[config.mk]
export PLATFORM = sky130hd
export DESIGN_NAME = fnd_scan_ctrl
export DESIGN_NICKNAME = d
export VERILOG_FILES = /design/src/rtl/fnd_scan_ctrl.sv
export SDC_FILE = /design/constraint.sdc
export NUM_CORES = 1
export LEC_CHECK = 0
export ABC_AREA = 0
export CAP_MARGIN = 20
export CORE_ASPECT_RATIO = 1.1
export CORE_MARGIN = 8
export CORE_UTILIZATION = 50
export CTS_CLUSTER_DIAMETER = 80
export CTS_CLUSTER_SIZE = 12
export DETAILED_ROUTE_END_ITERATION = 8
export PLACE_DENSITY = 0.73
export SLEW_MARGIN = 20
export SYNTH_ARGS = -nofsm -noshare
export SYNTH_HDL_FRONTEND = slang
export SYNTH_SLANG_ARGS = --single-unit
[constraint.sdc]
create_clock -name i_clk -period 3.8 [get_ports i_clk]
set_clock_uncertainty 0.05 [all_clocks]
set_input_delay 0.76 -clock i_clk [delete_from_list [all_inputs] [get_ports i_clk]]
set_output_delay 0.76 -clock i_clk [all_outputs]
set_load 0.03 [all_outputs]
[src/rtl/fnd_scan_ctrl.sv]
`timescale 1ns/1ps
// Multiplexed seven-segment scan controller: time-slices N_DIGITS digits with an
// anti-ghosting blank at the start of each slot, hex decode, masking and leading-zero blanking.
//
// phase    | meaning
// ST_BLANK | cnt < BLANK_CYCLES, all selects and segments off
// ST_SHOW  | cnt >= BLANK_CYCLES, digit idx driven if its captured mask bit is set
module fnd_scan_ctrl #(
  parameter int N_DIGITS     = 4,
  parameter int TICK_DIV     = 100000,
  parameter int BLANK_CYCLES = 1000,
  parameter bit ACTIVE_LOW   = 1'b1
) (
  input  logic                  i_clk,
  input  logic                  i_reset,
  input  logic [4*N_DIGITS-1:0] i_digits,
  input  logic [N_DIGITS-1:0]   i_dp,
  input  logic [N_DIGITS-1:0]   i_en_mask,
  input  logic                  i_lzb,
  output logic [N_DIGITS-1:0]   o_fnd_sel,
  output logic [7:0]            o_fnd_seg,
  output logic                  o_frame
);

  localparam int CW = $clog2(TICK_DIV);
  localparam int IW = $clog2(N_DIGITS);
  localparam logic [CW-1:0] CNT_LAST  = CW'(TICK_DIV - 1);
  localparam logic [CW-1:0] CNT_BLANK = CW'(BLANK_CYCLES);
  localparam logic [IW-1:0] IDX_LAST  = IW'(N_DIGITS - 1);

  typedef enum logic {ST_BLANK, ST_SHOW} phase_t;

  logic [CW-1:0]         cnt_q, cnt_nxt;
  logic [IW-1:0]         idx_q, idx_nxt;
  logic [4*N_DIGITS-1:0] cap_digits_q, cap_digits_nxt;
  logic [N_DIGITS-1:0]   cap_dp_q, cap_dp_nxt;
  logic [N_DIGITS-1:0]   cap_mask_q, cap_mask_nxt;
  logic                  cap_lzb_q, cap_lzb_nxt;
  logic [N_DIGITS-1:0]   sel_q, sel_nxt;
  logic [7:0]            seg_q, seg_nxt;
  logic                  frame_q, frame_nxt;
  phase_t                phase_nxt;
  logic                  load_cap;
  logic                  hi_nonzero;
  logic                  lz_blank;
  logic [3:0]            nib;

  function automatic logic [6:0] seg7(input logic [3:0] v);
    case (v)
      4'h0: seg7 = 7'h3F;
      4'h1: seg7 = 7'h06;
      4'h2: seg7 = 7'h5B;
      4'h3: seg7 = 7'h4F;
      4'h4: seg7 = 7'h66;
      4'h5: seg7 = 7'h6D;
      4'h6: seg7 = 7'h7D;
      4'h7: seg7 = 7'h07;
      4'h8: seg7 = 7'h7F;
      4'h9: seg7 = 7'h6F;
      4'hA: seg7 = 7'h77;
      4'hB: seg7 = 7'h7C;
      4'hC: seg7 = 7'h39;
      4'hD: seg7 = 7'h5E;
      4'hE: seg7 = 7'h79;
      default: seg7 = 7'h71;
    endcase
  endfunction

  always_comb begin
    cnt_nxt    = cnt_q + CW'(1);
    idx_nxt    = idx_q;
    if (cnt_q == CNT_LAST) begin
      cnt_nxt = '0;
      idx_nxt = (idx_q == IDX_LAST) ? '0 : idx_q + IW'(1);
    end

    // Captures are looked ahead so a slot can show them the cycle after loading.
    load_cap       = (cnt_q == '0) && (idx_q == '0);
    cap_digits_nxt = load_cap ? i_digits  : cap_digits_q;
    cap_dp_nxt     = load_cap ? i_dp      : cap_dp_q;
    cap_mask_nxt   = load_cap ? i_en_mask : cap_mask_q;
    cap_lzb_nxt    = load_cap ? i_lzb     : cap_lzb_q;

    phase_nxt = (cnt_nxt < CNT_BLANK) ? ST_BLANK : ST_SHOW;

    hi_nonzero = 1'b0;
    for (int k = 0; k < N_DIGITS; k++) begin
      if (k >= int'(idx_nxt) && cap_digits_nxt[4*k +: 4] != 4'h0) hi_nonzero = 1'b1;
    end
    lz_blank = cap_lzb_nxt && (idx_nxt != '0) && !hi_nonzero;
    nib      = cap_digits_nxt[{idx_nxt, 2'b00} +: 4];

    sel_nxt = '0;
    seg_nxt = '0;
    if (phase_nxt == ST_SHOW && cap_mask_nxt[idx_nxt]) begin
      sel_nxt[idx_nxt] = 1'b1;
      seg_nxt          = {cap_dp_nxt[idx_nxt], lz_blank ? 7'h00 : seg7(nib)};
    end

    frame_nxt = (cnt_nxt == '0) && (idx_nxt == '0);
  end

  always_ff @(posedge i_clk or posedge i_reset) begin
    if (i_reset) begin
      cnt_q        <= '0;
      idx_q        <= '0;
      cap_digits_q <= '0;
      cap_dp_q     <= '0;
      cap_mask_q   <= '0;
      cap_lzb_q    <= 1'b0;
      sel_q        <= {N_DIGITS{ACTIVE_LOW}};
      seg_q        <= {8{ACTIVE_LOW}};
      frame_q      <= 1'b1;
    end else begin
      cnt_q        <= cnt_nxt;
      idx_q        <= idx_nxt;
      cap_digits_q <= cap_digits_nxt;
      cap_dp_q     <= cap_dp_nxt;
      cap_mask_q   <= cap_mask_nxt;
      cap_lzb_q    <= cap_lzb_nxt;
      sel_q        <= ACTIVE_LOW ? ~sel_nxt : sel_nxt;
      seg_q        <= ACTIVE_LOW ? ~seg_nxt : seg_nxt;
      frame_q      <= frame_nxt;
    end
  end

  // frame_q rests at 1 in reset so the first post-release cycle strobes; reset masks it.
  assign o_frame   = frame_q & ~i_reset;
  assign o_fnd_sel = sel_q;
  assign o_fnd_seg = seg_q;

endmodule

## Yosys cells after proc, flatten, opt, wreduce, memory -nomap -nowiden

Memory sizes are Yosys's and may differ from the RTL's.
Index checks and enable logic that the tools add are counted.

- Register bits after elaboration: 57
- Memory bits (read-only): 112
- Input port bits: 27
- Memories: 1

Memories:

| memory | depth | bits a word | rd ports | clocked after Yosys merged registers in | write ports | RTL line | source |
|---|---|---|---|---|---|---|---|
| (name not given) | 16 | 7 | 1 | 0 | 0 | 49 | `case (v)` |

- Add/sub/neg operators: 2
- $lt $le $gt $ge: 6
- Equality and inequality tests: 2
- Shifts and indexed selects: 1
- Muxes and demuxes: 21
- Bitwise logic cells: 4
- Reduce and logical (&&, ||, !) cells: 19

Operators with widths:

| operator | count |
|---|---|
| logical NOT 17 bit | 2 |
| adder 17 x 1 -> 17 bit (second input constant) | 1 |
| == test 17 bit (second input constant) | 1 |
| < comparator 17 x 10 -> 1 bit (second input constant) | 1 |
| 2-to-1 mux 17 bit | 1 |
| 2-to-1 mux 16 bit | 1 |
| nonzero test 4 bit | 4 |
| indexed part select 16 x 5 -> 4 bit | 1 |
| 2-to-1 mux 4 bit | 3 |
| logical AND 1 bit | 9 |
| 2-to-1 mux 1 bit | 9 |
| 2-to-1 mux 8 bit | 1 |
| inverter 8 bit | 1 |
| 2-to-1 mux 7 bit | 1 |
| binary-select mux 1 bit (select 2 bit) | 2 |
| >= comparator 1 x 2 -> 1 bit (first input constant) | 2 |
| logical NOT 2 bit | 2 |
| 2-to-1 mux 2 bit | 2 |
| inverter 4 bit | 1 |
| < comparator 2 x 3 -> 1 bit (second input constant) | 1 |
| adder 2 x 1 -> 2 bit (second input constant) | 1 |
| demux 1 bit (select 2 bit) | 1 |
| == test 2 bit (second input constant) | 1 |
| >= comparator 2 x 1 -> 1 bit (second input constant) | 1 |
| other kinds (5) | 5 |

## Depth between registers and ports, before layout

Gate-level depths: netlist (run 1).

- Depth after elaboration: 14
- Depth in mapped cells: 15
- Gate-level depth less buffers: 14

## Worst setup path after synthesis (run 1)

OpenSTA, ideal clock, no wires.

- Path type: register -> register
- From: register cnt_q[6]
- To: register seg_q[5] (netlist: o_fnd_seg[5])
- Setup time: 0.081 ns
- Arrival time: 3.530 ns
- Required time: 3.669 ns
- Setup slack: 0.138 ns
- Stages on the path, launching flop included: 13
- Path through: dfrtp_1 or4_4 nor4_4 mux2i_2 buf_6 inv_2 buf_4 mux2i_1 mux2i_1 inv_1 ha_1 or3_1 o211ai_1

RTL lines:

| what | RTL line | source |
|---|---|---|
| start, declared | 33 | `logic [CW-1:0] cnt_q, cnt_nxt;` |
| start signal, assigned | 115 | `cnt_q <= cnt_nxt;` |
| == test 17 bit (*) | 72 | `if (cnt_q == CNT_LAST) begin` |
| 2-to-1 mux 2 bit (*) | 72 |  |
| named net idx_nxt[1] | 34 | `logic [IW-1:0] idx_q, idx_nxt;` |
| branches (longest 9 deep; another with memory read (16 x 7 bit)) | -- |  |
| 2-to-1 mux 8 bit (*) | 95 | `if (phase_nxt == ST_SHOW && cap_mask_nxt[idx_nxt]) begin` |
| inverter 8 bit (*) | 122 | `seg_q <= ACTIVE_LOW ? ~seg_nxt : seg_nxt;` |
| end signal, assigned | 112 | `seg_q <= {8{ACTIVE_LOW}};` |
| end signal, assigned | 122 |  |
| end, declared | 40 | `logic [7:0] seg_q, seg_nxt;` |

Mark *: on every way through the listed nets, which the timed path passes. The select of a mux whose other input is x is not followed.

## Worst setup path in the final report (run 1)

- From: register cnt_q[6]
- To: register seg_q[3] (netlist: o_fnd_seg[3])

RTL lines:

| what | RTL line | source |
|---|---|---|
| logical NOT 17 bit (*) | 78 | `load_cap = (cnt_q == '0) && (idx_q == '0);` |
| logical AND 1 bit (*) | 78 |  |
| 2-to-1 mux 16 bit (*) | 79 | `cap_digits_nxt = load_cap ? i_digits : cap_digits_q;` |
| named net cap_digits_nxt[12] | 35 | `logic [4*N_DIGITS-1:0] cap_digits_q, cap_digits_nxt;` |
| branches (longest 4 deep; another with memory read (16 x 7 bit)) | -- |  |
| 2-to-1 mux 7 bit (*) | 97 | `seg_nxt = {cap_dp_nxt[idx_nxt], lz_blank ? 7'h00 : seg7(nib)};` |
| 2-to-1 mux 8 bit (*) | 95 |  |
| inverter 8 bit (*) | 122 |  |

Marks and branches as above.

==> results of run 1 <==
layout make-up:
cell class,count,area (µm²),share of cell area
sequential,57,1440,0.365
clock buffer,11,151,0.0383
multi-input combinational,220,1720,0.434
tap,82,103,0.0259
inverter,16,60.1,0.0152
timing repair buffer,47,450,0.114
clock inverter,5,30.0,0.00759
power breakdown:
part           total, mW  switching, mW  leakage [nW]  internal [mW]
sequential         0.628        0.00739         0.679          0.621
combinational      0.104         0.0507         0.914         0.0536
clock              0.522          0.254        0.0911          0.268
total               1.25          0.312          1.68          0.943
synth_stat cells (all sizes together) (3+ instances only):
library cell,number,area [µm²]
dfrtp,44,1100
mux2i,27,290
mux2,25,282
nor2,22,82.6
inv,16,60.1
nand3,15,75.1
dfstp,13,342
nand2,13,48.8
ha,10,125
xnor2,10,87.6
xor2,9,78.8
a21oi,8,40.0
a22oi,6,45.0
buf,6,43.8
nand4,6,37.5
nor4,6,52.6
a211oi,5,42.5
nor3,5,30.0
o21ai,5,25.0
and2,4,25.0
and4,4,35.0
clkbuf,4,15.0
o211ai,4,30.0
or3,4,25.0
nand2b,3,18.8
nor2b,3,18.8
or4,3,26.3
metal layers:
| layer | share of wire | track usage | vias to the layer above |
|---|---|---|---|
| met5 | 0 | 0 | - |
| met2 | 0.52 | 0.305 | 62 |
| li1 | - | - | 1203 |
| met3 | 0.046 | 0.0440 | 10 |
| met1 | 0.41 | 0.219 | 1193 |
| met4 | 0.019 | 0.0732 | 0 |
metrics by stage:
stage	setup slack, ns	util	hold WS (ns)
2_1_floorplan	0.138	-	0.415
3_3_place_gp	0.360	0.583	0.433
3_5_place_dp	0.294	0.583	0.438
4_1_cts	0.266	0.611	0.453
5_1_grt	0.0178	0.611	0.481
6_report	0.257	0.611	0.451
cells by family after synthesis:
family / count (synthesis)
XOR/XNOR: 19
multiplexers: 52
AO/OA/AOI/OAI: 40
adder cells (fa/ha/maj): 10
AND/OR/NAND/NOR: 99
buffers and inverters: 26
flip-flops: 57
flip-flops by register name, summed over array words and instances, names as in the netlist:
signal / cells
cap_digits_q: 16
cap_dp_q: 4
cap_lzb_q: 1
cap_mask_q: 4
cnt_q: 17
frame_q: 1
idx_q: 2
o_fnd_seg: 8
o_fnd_sel: 4
worst max-delay path: stages (launching register included):
cell and delay (ns):
sky130_fd_sc_hd__dfrtp_1 0.43, sky130_fd_sc_hd__or4_4 0.60, sky130_fd_sc_hd__or2_2 0.36, sky130_fd_sc_hd__nor3_4 0.32, sky130_fd_sc_hd__buf_4 0.25, sky130_fd_sc_hd__mux2_2 0.36, sky130_fd_sc_hd__mux2i_1 0.13, sky130_fd_sc_hd__mux2i_1 0.15
sky130_fd_sc_hd__ha_1 0.23, sky130_fd_sc_hd__inv_1 0.15, sky130_fd_sc_hd__a21oi_1 0.06, sky130_fd_sc_hd__a211oi_1 0.21, sky130_fd_sc_hd__o21ai_0 0.13
path summary, 6_finish.rpt:
path / from / to / slack, ns / cells after the start
setup / recovery: cnt_q[6] / o_fnd_seg[3] / 0.26 / 12
hold / removal: cap_dp_q[0] / cap_dp_q[0] / 0.45 / 1
setup reg to reg: cnt_q[6] / o_fnd_seg[3] / 0.26 / 12
hold reg to reg: cap_dp_q[0] / cap_dp_q[0] / 0.45 / 1
max in group asynchronous: i_reset / o_fnd_seg[2] / 2.14 / 3
min in group asynchronous: i_reset / cnt_q[9] / 0.84 / 2
==> qor.json, run 1 <==
{
  "hpwl_mm": 5.91,
  "postRouteAntennaNets": 0,
  "max_freq_mhz": 282,
  "worstMarginPinSlew_ns": 0.720,
  "synth_flop_cell": "sky130_fd_sc_hd__dfrtp_1",
  "seq_area_frac_synth": 0.441,
  "insertedDiodeCount": 0,
  "die_w_um": 93.1,
  "finalNonFillerCells": 438,
  "synth_adder_area_share": 0.0382,
  "cts_root_buf": "sky130_fd_sc_hd__clkbuf_8",
  "die_y_um": 101,
  "cts_htree_levels": 3,
  "timing.final.crit_share": 0.932,
  "timing.critical_path.from_type": "flip-flop",
  "muxShareOfSynthArea": 0.175,
  "initial_core_utilization": 0.505,
  "detailed_place.area_um2": 3770,
  "cts.sink_count": 57,
  "detail_route.wl_per_cell_um": 17.8,
  "post_synth_num_cell_types": 55,
  "synth_enable_flop_cells": 0,
  "timing.setup.tns_ns": 0,
  "yosys.area_share.xor_xnor": 0.0508,
  "detailedRoute.firstPassIterationCount": 4,
  "grt_pass1_vias": 2729,
  "vdd_ir_drop_max_mv": 0.217,
  "synth.yosys.warnings": 0,
  "power_density_nw_per_um2": 317,
  "worst_setup_hold_path_clk_slew_ns": 0.07,
  "routed_via_density": 5.63,
  "design_power_total_mw": 1.25,
  "core-area_um2": 6480,
  "grt.total_usage": 0.182,
  "grt_first_pass_wirelength_mm": 13.3,
  "syn_inst": 303,
  "fin_area_um2": 3960,
  "cp.arrival_ns": 3.73,
  "detailedRoute.firstIterationViolations": 143,
  "worst-endpoint-required_ns": 3.99,
  "drt-total-wl_mm": 7.79,
  "clk_latency_ns": 0.34,
  "ctsResizeCount": 0,
  "die_area_um2": 9390,
  "weighted_congestion_reported_at_the_end_of_routability_driven_placement": 0.899,
  "crit_path_end_kind": "flip-flop",
  "numCtsBuffers": 9,
  "number_of_port_buffers": 39,
  "min-delay-path-class": "reg -> reg",
  "post_synth_and_or_nand_nor_area_fraction": 0.174,
  "finalSetupViolCount": 0,
  "holdBufCountCts": 0,
  "row_count": 31,
  "fillers": 562,
  "timing.final.crit_period_ns": 3.54,
  "timing_hold_violations_final": 0,
  "grt_antenna_before_repair": 0,
  "syn-cell-area_um2": 3270,
  "worstPathMaxFanout": 9,
  "area_growth_syn_to_layout_pct": 20.8,
  "avgSynthCellArea_um2": 10.8,
  "max_cap_violations": 0,
  "commonest_cells_after_routing_fill_and_taps_aside": "sky130_fd_sc_hd__dfrtp_1 (44), sky130_fd_sc_hd__clkdlybuf4s50_1 (39), sky130_fd_sc_hd__mux2_2 (25), sky130_fd_sc_hd__mux2i_1 (24), sky130_fd_sc_hd__nor2_1 (22)",
  "timing.setup.critical_path_class": "reg -> reg",
  "synthesis.nets": 340,
  "nNetsFinal": 388,
  "postSynthRegisterBits": 57,
  "via_count": 2468,
  "mostFrequentLayoutCell": "sky130_fd_sc_hd__dfrtp_1",
  "post-cts-setup-buffer-count": 0,
  "cts_max_path_buffers": 2,
  "final-max-slew-violation-count": 0,
  "ios": 40,
  "status": "finished clean",
  "place_inst": 422,
  "clock_tree_from_tritoncts": "yes",
  "combinational_family_with_the_most_area_after_synthesis": "multiplexers",
  "globalRouteOverflowTotal": 0,
  "timing.max_slew.rel_slack": 0.520,
  "largest_net_degree_at_the_start_of_global_routing": 35,
  "power.leakage_nw": 1.68,
  "synth_compound_area_frac": 0.0856,
  "drc": 0,
  "layout-drive-gt1-share": 0.211,
  "rsz0062_at_grt": "false",
  "postSynth.asyncResetShare": 1.00
}
Note: power is estimated with default switching activity, not from simulation.
==> inputs of run 2 (changes only) <==
--- a/config.mk
+++ b/config.mk
@@ -7,12 +7,15 @@
 export LEC_CHECK = 0
 export ABC_AREA = 0
 export CAP_MARGIN = 20
+export CELL_PAD_IN_SITES_DETAIL_PLACEMENT = 1
+export CELL_PAD_IN_SITES_GLOBAL_PLACEMENT = 1
 export CORE_ASPECT_RATIO = 1.1
 export CORE_MARGIN = 8
-export CORE_UTILIZATION = 50
+export CORE_UTILIZATION = 40
 export CTS_CLUSTER_DIAMETER = 80
 export CTS_CLUSTER_SIZE = 12
 export DETAILED_ROUTE_END_ITERATION = 8
+export GPL_TIMING_DRIVEN = 0
 export PLACE_DENSITY = 0.73
 export SLEW_MARGIN = 20
 export SYNTH_ARGS = -nofsm -noshare
==> qor.json, run 2 (synthesis gave the netlist of run 1 again) <==
{
  "drt-total-wl": {"value": 8.57, "unit": "mm", "change": "+10%"},
  "timing.critical_path.from_type": "flip-flop",
  "via_count": {"value": 2585, "change": "+4.7%"},
  "largest_net_degree_at_the_start_of_global_routing": {"value": 47, "change": "+34%"},
  "worstMarginPinSlew": {"value": 0.593, "unit": "ns", "change": "-0.126 ns"},
  "cp.arrival": {"value": 3.76, "unit": "ns", "change": "+0.03 ns"},
  "timing.final.crit_share": {"value": 0.944, "change": "+0.0113"},
  "place_inst": {"value": 451, "change": "+6.9%"},
  "cts_max_path_buffers": {"value": 2, "change": "unchanged"},
  "final-max-slew-violation-count": {"value": 0, "change": "unchanged"},
  "globalRouteOverflowTotal": {"value": 0, "change": "unchanged"},
  "power_density": {"value": 315, "unit": "nW/µm²", "change": "-0.73%"},
  "finalNonFillerCells": {"value": 479, "change": "+9.4%"},
  "largest_register_ffs": {"value": 17, "change": "unchanged"},
  "worst-endpoint-required": {"value": 3.98, "unit": "ns", "change": "about the same"},
  "timing_hold_violations_final": {"value": 0, "change": "unchanged"},
  "grt-busiest-layer": "met2",
  "crit_path_end_kind": "flip-flop",
  "critPathLaunch": "cnt_q[8]",
  "insertedDiodeCount": {"value": 0, "change": "unchanged"},
  "worst_hold_path_stage_count": {"value": 1, "change": "unchanged"},
  "clock_tree_from_tritoncts": "yes",
  "area_growth_syn_to_layout_pct": 27.8,
  "max_cap_violations": {"value": 0, "change": "unchanged"},
  "groute.layer.met2.usage": {"value": 0.273, "change": "-0.0322"},
  "hold_path_startpoint": "cap_digits_q[1]",
  "timing.final.crit_period": {"value": 3.59, "unit": "ns", "change": "+0.0429 ns"},
  "detailed_place.area": {"value": 3830, "unit": "µm²", "change": "+1.5%"},
  "timing.max_slew.rel_slack": {"value": 0.604, "change": "+0.0841"},
  "fin_area": {"value": 4180, "unit": "µm²", "change": "+5.7%"},
  "cts_htree_levels": {"value": 3, "change": "unchanged"},
  "max_freq": {"value": 279, "unit": "MHz", "change": "-1.2%"},
  "mostFrequentLayoutCell": "sky130_fd_sc_hd__dfrtp_1",
  "postRouteAntennaNets": {"value": 0, "change": "unchanged"},
  "number_of_port_buffers": {"value": 39, "change": "unchanged"},
  "vdd_ir_drop_max": {"value": 0.187, "unit": "mV", "change": "-14%"},
  "grtUsageMet3": {"value": 0.0427, "change": "-0.00125"},
  "weighted_congestion_reported_at_the_end_of_routability_driven_placement": {"value": 0.813, "change": "-9.5%"},
  "finalSetupViolCount": {"value": 0, "change": "unchanged"},
  "status": "finished clean",
  "registers.top_by_ff_count": "cnt_q",
  "worstPathMaxFanout": {"value": 10, "change": "+1"},
  "clk_latency": {"value": 0.34, "unit": "ns", "change": "about the same"},
  "detailedRoute.firstPassIterationCount": {"value": 4, "change": "unchanged"},
  "nNetsFinal": {"value": 403, "change": "+3.9%"},
  "cts_root_buf": "sky130_fd_sc_hd__clkbuf_8",
  "min-delay-path-class": "reg -> reg",
  "worst_setup_hold_path_clk_slew": {"value": 0.07, "unit": "ns", "change": "about the same"},
  "routed_via_density": {"value": 5.40, "change": "-4.2%"},
  "grt_antenna_before_repair": {"value": 0, "change": "unchanged"},
  "power.leakage": {"value": 1.76, "unit": "nW", "change": "+4.3%"},
  "detail_route.wl_per_cell": {"value": 17.9, "unit": "µm", "change": "+0.60%"},
  "hpwl": {"value": 6.39, "unit": "mm", "change": "+8.1%"},
  "worstRegToRegCells": {"value": 13, "change": "+1"},
  "holdBufCountCts": {"value": 0, "change": "unchanged"},
  "die_y": {"value": 111, "unit": "µm", "change": "+9.9%"},
  "drc": {"value": 0, "change": "unchanged"},
  "grt.total_usage": {"value": 0.162, "change": "-0.0204"},
  "grt_first_pass_wirelength": {"value": 14.3, "unit": "mm", "change": "+7.6%"},
  "detailedRoute.firstIterationViolations": {"value": 98, "change": "-31%"},
  "initial_core_utilization": {"value": 0.414, "change": "-0.0916"},
  "die_area": {"value": 11300, "unit": "µm²", "change": "+21%"},
  "groute.layer.met1.usage": {"value": 0.189, "change": "-0.0298"},
  "layout-drive-gt1-share": {"value": 0.240, "change": "+0.0292"},
  "die_w": {"value": 102, "unit": "µm", "change": "+9.8%"},
  "timing.setup.critical_path_class": "reg -> reg",
  "final_core_utilization": {"value": 0.528, "change": "-0.0821"},
  "timing.setup.tns": {"value": 0, "unit": "ns", "change": "unchanged"},
  "grt_pass1_vias": {"value": 2879, "change": "+5.5%"},
  "ios": {"value": 40, "change": "unchanged"},
  "worst_r2r_startpoint": "cnt_q[8]",
  "core-area": {"value": 7910, "unit": "µm²", "change": "+22%"},
  "row_count": {"value": 34, "change": "+9.7%"},
  "cts.sink_count": {"value": 57, "change": "unchanged"},
  "commonest_cells_after_routing_fill_and_taps_aside": "sky130_fd_sc_hd__dfrtp_1 (43), sky130_fd_sc_hd__clkdlybuf4s50_1 (39), sky130_fd_sc_hd__mux2_2 (25), sky130_fd_sc_hd__nor2_1 (22), sky130_fd_sc_hd__mux2i_1 (21)",
  "rsz0062_at_grt": "false",
  "numCtsBuffers": {"value": 9, "change": "unchanged"}
}
-- run 2: cell types whose count changed in the layout (fill, tap and decap cells not counted), moves of 2 or more --
cell,change
sky130_fd_sc_hd__mux2i_4,+3
sky130_fd_sc_hd__mux2i_1,-3
sky130_fd_sc_hd__clkbuf_1,+5
sky130_fd_sc_hd__buf_12,+2
sky130_fd_sc_hd__buf_4,+4
sky130_fd_sc_hd__buf_2,+2
-- run 2: final timing paths --
kind / slack (ns) / end
max reg2reg: 0.21 / o_fnd_seg[3]
min reg2reg: 0.45 / cap_digits_q[1]
min: 0.45 / cap_digits_q[1]
min in group asynchronous: 0.66 / cnt_q[14]
max in group asynchronous: 2.49 / o_fnd_seg[2]
max: 0.21 / o_fnd_seg[3]
-- run 2: through the flow --
step	total power [mW]	hold WS (ns)	setup WS (ns)
after floorplan	0.694	0.415	0.138
after global placement	0.740	0.430	-0.468
after detailed placement	0.748	0.437	-0.596
after CTS	1.33	0.453	0.0134
after global routing	1.37	0.475	0.0133
final	1.32	0.445	0.214
-- run 2: critical path, stage by stage, from the launching register on --
cell and delay (ns):
sky130_fd_sc_hd__dfrtp_1 0.42, sky130_fd_sc_hd__or4_4 0.57, sky130_fd_sc_hd__nor4_4 0.42, sky130_fd_sc_hd__mux2i_4 0.33, sky130_fd_sc_hd__buf_12 0.14, sky130_fd_sc_hd__inv_2 0.04, sky130_fd_sc_hd__buf_4 0.18, sky130_fd_sc_hd__mux2i_1 0.16
sky130_fd_sc_hd__mux2i_2 0.35, sky130_fd_sc_hd__inv_2 0.11, sky130_fd_sc_hd__ha_1 0.32, sky130_fd_sc_hd__inv_1 0.04, sky130_fd_sc_hd__a211oi_1 0.20, sky130_fd_sc_hd__o21ai_0 0.13
-- run 2: cell type report --
cell class / instances / area [µm²]
plain buffers: 10 / 67.6
clock buffers: 11 / 141
clock inverters: 5 / 55.1
fillers: 878 / 3730
inverters: 16 / 62.6
multi-input cells: 220 / 1760
flip-flops and latches: 57 / 1440
well taps: 108 / 135
repair buffers: 52 / 520
-- run 2: timing repair --
item | in CTS | in global routing
endpoints found under the setup margin | 7 | 6
buffers inserted | 4 | 8
pin swaps | 2 | 1
resized for setup | 7 | 4
-- run 2: per-layer routing --
layer / vias up / part of all wire
met4: 0 / 0.013
met3: 10 / 0.030
li1: 1227 / -
met2: 40 / 0.52
met1: 1308 / 0.44
met5: - / 0
-- run 2: report_power, final --
part           internal (mW)  total [mW]  switching, mW
Sequential             0.621       0.629        0.00802
Clock                  0.318       0.577          0.259
Combinational         0.0575       0.111         0.0534
Total                  0.997        1.32          0.320
==> inputs of run 3 (changes only) <==
--- a/config.mk
+++ b/config.mk
@@ -11,13 +11,12 @@
 export CELL_PAD_IN_SITES_GLOBAL_PLACEMENT = 1
 export CORE_ASPECT_RATIO = 1.1
 export CORE_MARGIN = 8
-export CORE_UTILIZATION = 40
+export CORE_UTILIZATION = 48
 export CTS_CLUSTER_DIAMETER = 80
 export CTS_CLUSTER_SIZE = 12
 export DETAILED_ROUTE_END_ITERATION = 8
 export GPL_TIMING_DRIVEN = 0
-export PLACE_DENSITY = 0.73
-export SLEW_MARGIN = 20
+export PLACE_DENSITY = 0.83
 export SYNTH_ARGS = -nofsm -noshare
 export SYNTH_HDL_FRONTEND = slang
 export SYNTH_SLANG_ARGS = --single-unit
==> constraint.sdc (replaced) <==
create_clock -name i_clk -period 4.5 [get_ports i_clk]
set_clock_uncertainty 0.05 [all_clocks]
set_input_delay 0.9 -clock i_clk [delete_from_list [all_inputs] [get_ports i_clk]]
set_output_delay 0.9 -clock i_clk [all_outputs]
set_load 0.03 [all_outputs]
==> qor.json, run 3 (synthesis gave the netlist of run 1 again) <==
{
  "insertedDiodeCount": {"value": 0, "change": "unchanged"},
  "netSwitchingFraction": {"value": 0.241, "change": "-0.00247"},
  "cp.arrival": {"value": 4.37, "unit": "ns", "change": "+0.61 ns"},
  "die_y": {"value": 103, "unit": "µm", "change": "-7.5%"},
  "weighted_congestion_reported_at_the_end_of_routability_driven_placement": {"value": 0.844, "change": "+3.9%"},
  "vdd_ir_drop_max": {"value": 0.207, "unit": "mV", "change": "+11%"},
  "core-area": {"value": 6590, "unit": "µm²", "change": "-17%"},
  "nNetsFinal": {"value": 392, "change": "-2.7%"},
  "die_area": {"value": 9720, "unit": "µm²", "change": "-14%"},
  "timing_hold_violations_final": {"value": 0, "change": "unchanged"},
  "largest_net_degree_at_the_start_of_global_routing": {"value": 32, "change": "-32%"},
  "via_count": {"value": 2544, "change": "-1.6%"},
  "place_worst_setup_slack": {"value": 0.167, "unit": "ns", "change": "+0.762 ns"},
  "pwr-share-clk": {"value": 0.427, "change": "-0.011"},
  "critPathBufInv": {"value": 2, "change": "-3"},
  "timing.setup.critical_path_class": "reg -> reg",
  "timing.max_slew.rel_slack": {"value": 0.481, "change": "-0.122"},
  "seq_power_share": {"value": 0.490, "change": "+0.012"},
  "clk_latency": {"value": 0.34, "unit": "ns", "change": "about the same"},
  "worstPathMaxFanout": {"value": 9, "change": "-1"},
  "mostFrequentLayoutCell": "sky130_fd_sc_hd__dfrtp_1",
  "power_density": {"value": 272, "unit": "nW/µm²", "change": "-14%"},
  "cts_htree_levels": {"value": 3, "change": "unchanged"},
  "worstRegToRegCells": {"value": 12, "change": "-1"},
  "max_cap_violations": {"value": 0, "change": "unchanged"},
  "cts_max_path_buffers": {"value": 2, "change": "unchanged"},
  "final-max-slew-violation-count": {"value": 0, "change": "unchanged"},
  "max_freq": {"value": 238, "unit": "MHz", "change": "-14%"},
  "internal-power": {"value": 0.823, "unit": "mW", "change": "-17%"},
  "design_power_total": {"value": 1.08, "unit": "mW", "change": "-18%"},
  "commonest_cells_after_routing_fill_and_taps_aside": "sky130_fd_sc_hd__dfrtp_1 (44), sky130_fd_sc_hd__clkdlybuf4s50_1 (39), sky130_fd_sc_hd__mux2_2 (25), sky130_fd_sc_hd__mux2i_1 (24), sky130_fd_sc_hd__nor2_1 (22)",
  "worst-path-stages": {"value": 12, "change": "-1"},
  "critical_path.cell_chain": "or4_4 -> or2_2 -> nor3_2 -> mux2_2 -> mux2_2 -> mux2i_1 -> inv_1 -> ha_1 -> inv_1 -> a21oi_1 -> a211oi_1 -> o21ai_0",
  "drc": {"value": 0, "change": "unchanged"},
  "worst_setup_hold_path_clk_slew": {"value": 0.07, "unit": "ns", "change": "about the same"},
  "worstMarginPinSlew": {"value": 0.774, "unit": "ns", "change": "+0.180 ns"},
  "timing.final.crit_share": {"value": 0.932, "change": "-0.0117"},
  "grt_antenna_before_repair": {"value": 0, "change": "unchanged"},
  "hpwl": {"value": 6.48, "unit": "mm", "change": "+1.4%"},
  "die_w": {"value": 94.7, "unit": "µm", "change": "-7.3%"},
  "ios": {"value": 40, "change": "unchanged"},
  "timing.critical_path.from_type": "flip-flop",
  "cts_root_buf": "sky130_fd_sc_hd__clkbuf_8",
  "area_growth_syn_to_layout_pct": 21.9,
  "grt.total_usage": {"value": 0.191, "change": "+0.0287"},
  "rsz0062_at_grt": "false",
  "crit_path_end_kind": "flip-flop",
  "critical_path_s_largest_stage_delay": {"value": 0.65, "unit": "ns", "change": "+0.08 ns"},
  "status": "finished clean",
  "drt-total-wl": {"value": 8.50, "unit": "mm", "change": "-0.90%"},
  "detailedRoute.firstPassIterationCount": {"value": 4, "change": "unchanged"},
  "numCtsBuffers": {"value": 9, "change": "unchanged"},
  "clock_tree_from_tritoncts": "yes",
  "row_count": {"value": 31, "change": "-8.8%"},
  "finalSetupViolCount": {"value": 0, "change": "unchanged"},
  "timing.final.crit_period": {"value": 4.19, "unit": "ns", "change": "+0.608 ns"},
  "postRouteAntennaNets": {"value": 0, "change": "unchanged"},
  "detailedRoute.firstIterationViolations": {"value": 68, "change": "-31%"},
  "routed_via_density": {"value": 5.76, "change": "+6.7%"},
  "timing.setup.tns": {"value": 0, "unit": "ns", "change": "unchanged"},
  "groute.layer.met1.usage": {"value": 0.211, "change": "+0.0212"},
  "cts.sink_count": {"value": 57, "change": "unchanged"},
  "combinationalPowerShare": {"value": 0.083, "change": "about the same"},
  "globalRouteOverflowTotal": {"value": 0, "change": "unchanged"},
  "worst_hold_path_stage_count": {"value": 1, "change": "unchanged"},
  "worst-endpoint-required": {"value": 4.67, "unit": "ns", "change": "+0.69 ns"},
  "number_of_port_buffers": {"value": 39, "change": "unchanged"},
  "largest_register_ffs": {"value": 17, "change": "unchanged"},
  "finalNonFillerCells": {"value": 442, "change": "-7.7%"},
  "detail_route.wl_per_cell": {"value": 19.2, "unit": "µm", "change": "+7.4%"},
  "detailed_place.area": {"value": 3790, "unit": "µm²", "change": "-1.1%"},
  "worst_path_max_delay_cell": "sky130_fd_sc_hd__nor3_2",
  "grt-busiest-layer": "met2",
  "fin_area": {"value": 3990, "unit": "µm²", "change": "-4.6%"},
  "power_dissipated_by_switching_net_loads": {"value": 0.261, "unit": "mW", "change": "-19%"},
  "grt_first_pass_wirelength": {"value": 14.3, "unit": "mm", "change": "-0.38%"},
  "final_critical_path_setup_slack": {"value": 0.306, "unit": "ns", "change": "+0.0923 ns"},
  "min-delay-path-class": "reg -> reg",
  "grt_pass1_vias": {"value": 2895, "change": "+0.56%"},
  "power.leakage": {"value": 1.69, "unit": "nW", "change": "-3.5%"},
  "fillers": {"value": 732, "change": "-17%"},
  "groute.layer.met2.usage": {"value": 0.348, "change": "+0.0751"},
  "layout-drive-gt1-share": {"value": 0.203, "change": "-0.0371"},
  "initial_core_utilization": {"value": 0.496, "change": "+0.0827"},
  "registers.top_by_ff_count": "cnt_q",
  "grtUsageMet3": {"value": 0.0393, "change": "-0.00338"},
  "place_inst": {"value": 425, "change": "-5.8%"},
  "timing.critical_path.max_delay_family": "simple AND/OR/NAND/NOR gates"
}
[run 3: per-layer routing]
layer / part of all wire / up-vias / wire, µm
met1: 0.41 / 1286 / 3470
met4: 0.019 / 0 / 161
li1: - / 1200 / -
met5: 0 / - / 0
met3: 0.026 / 16 / 223
met2: 0.55 / 42 / 4650
[run 3: path summary, 6_finish.rpt]
| path | startpoint | to | slack, ns |
|---|---|---|---|
| setup / recovery | cnt_q[6] | o_fnd_seg[3] | 0.31 |
| hold / removal | cap_digits_q[1] | cap_digits_q[1] | 0.45 |
| setup reg to reg | cnt_q[6] | o_fnd_seg[3] | 0.31 |
| hold reg to reg | cap_digits_q[1] | cap_digits_q[1] | 0.45 |
| max in group asynchronous | i_reset | o_fnd_seg[1] | 2.82 |
| min in group asynchronous | i_reset | cnt_q[16] | 0.93 |
[run 3: metrics by stage]
step / utilization / hold slack (ns)
after CTS: 0.603 / 0.455
after detailed placement: 0.574 / 0.432
final: 0.605 / 0.451
after global placement: 0.571 / 0.428
after global routing: 0.605 / 0.466
after floorplan: - / 0.415
[run 3: power groups by stage]
stage | clock network, mW | registers, mW | logic (mW)
finish | 0.463 | 0.531 | 0.0898
detailed placement | 0 | 0.540 | 0.0902
CTS | 0.477 | 0.531 | 0.0908
floorplan | 0 | 0.538 | 0.0484
global placement | 0 | 0.539 | 0.0851
global route | 0.501 | 0.532 | 0.0995
[run 3: worst register-to-register path: cells and delay by family (launching register included)]
kind	cells	cell delay, ns
AO/OA/AOI/OAI	3	0.35
multiplexers	3	1.13
flip-flops	1	0.44
buffers and inverters	2	0.26
adder cells (fa/ha/maj)	1	0.24
AND/OR/NAND/NOR	3	1.60
[run 3: area by class of cell]
| cell class | count | area, µm² | area share |
|---|---|---|---|
| Multi-Input combinational cell | 220 | 1720 | 0.431 |
| Sequential cell | 57 | 1440 | 0.362 |
| Inverter | 16 | 60.1 | 0.0151 |
| Clock buffer | 10 | 128 | 0.0320 |
| Timing Repair Buffer | 41 | 418 | 0.105 |
| Buffer | 10 | 58.8 | 0.0147 |
| Tap cell | 82 | 103 | 0.0257 |
| Clock inverter | 6 | 60.1 | 0.0151 |
[run 3: timing repair]
item                                    CTS  global route
endpoints found under the setup margin    0             1
hold buffers                              0             0
hold endpoints to repair                  0             0
gates resized for setup                   0             1
setup buffers                             0             0
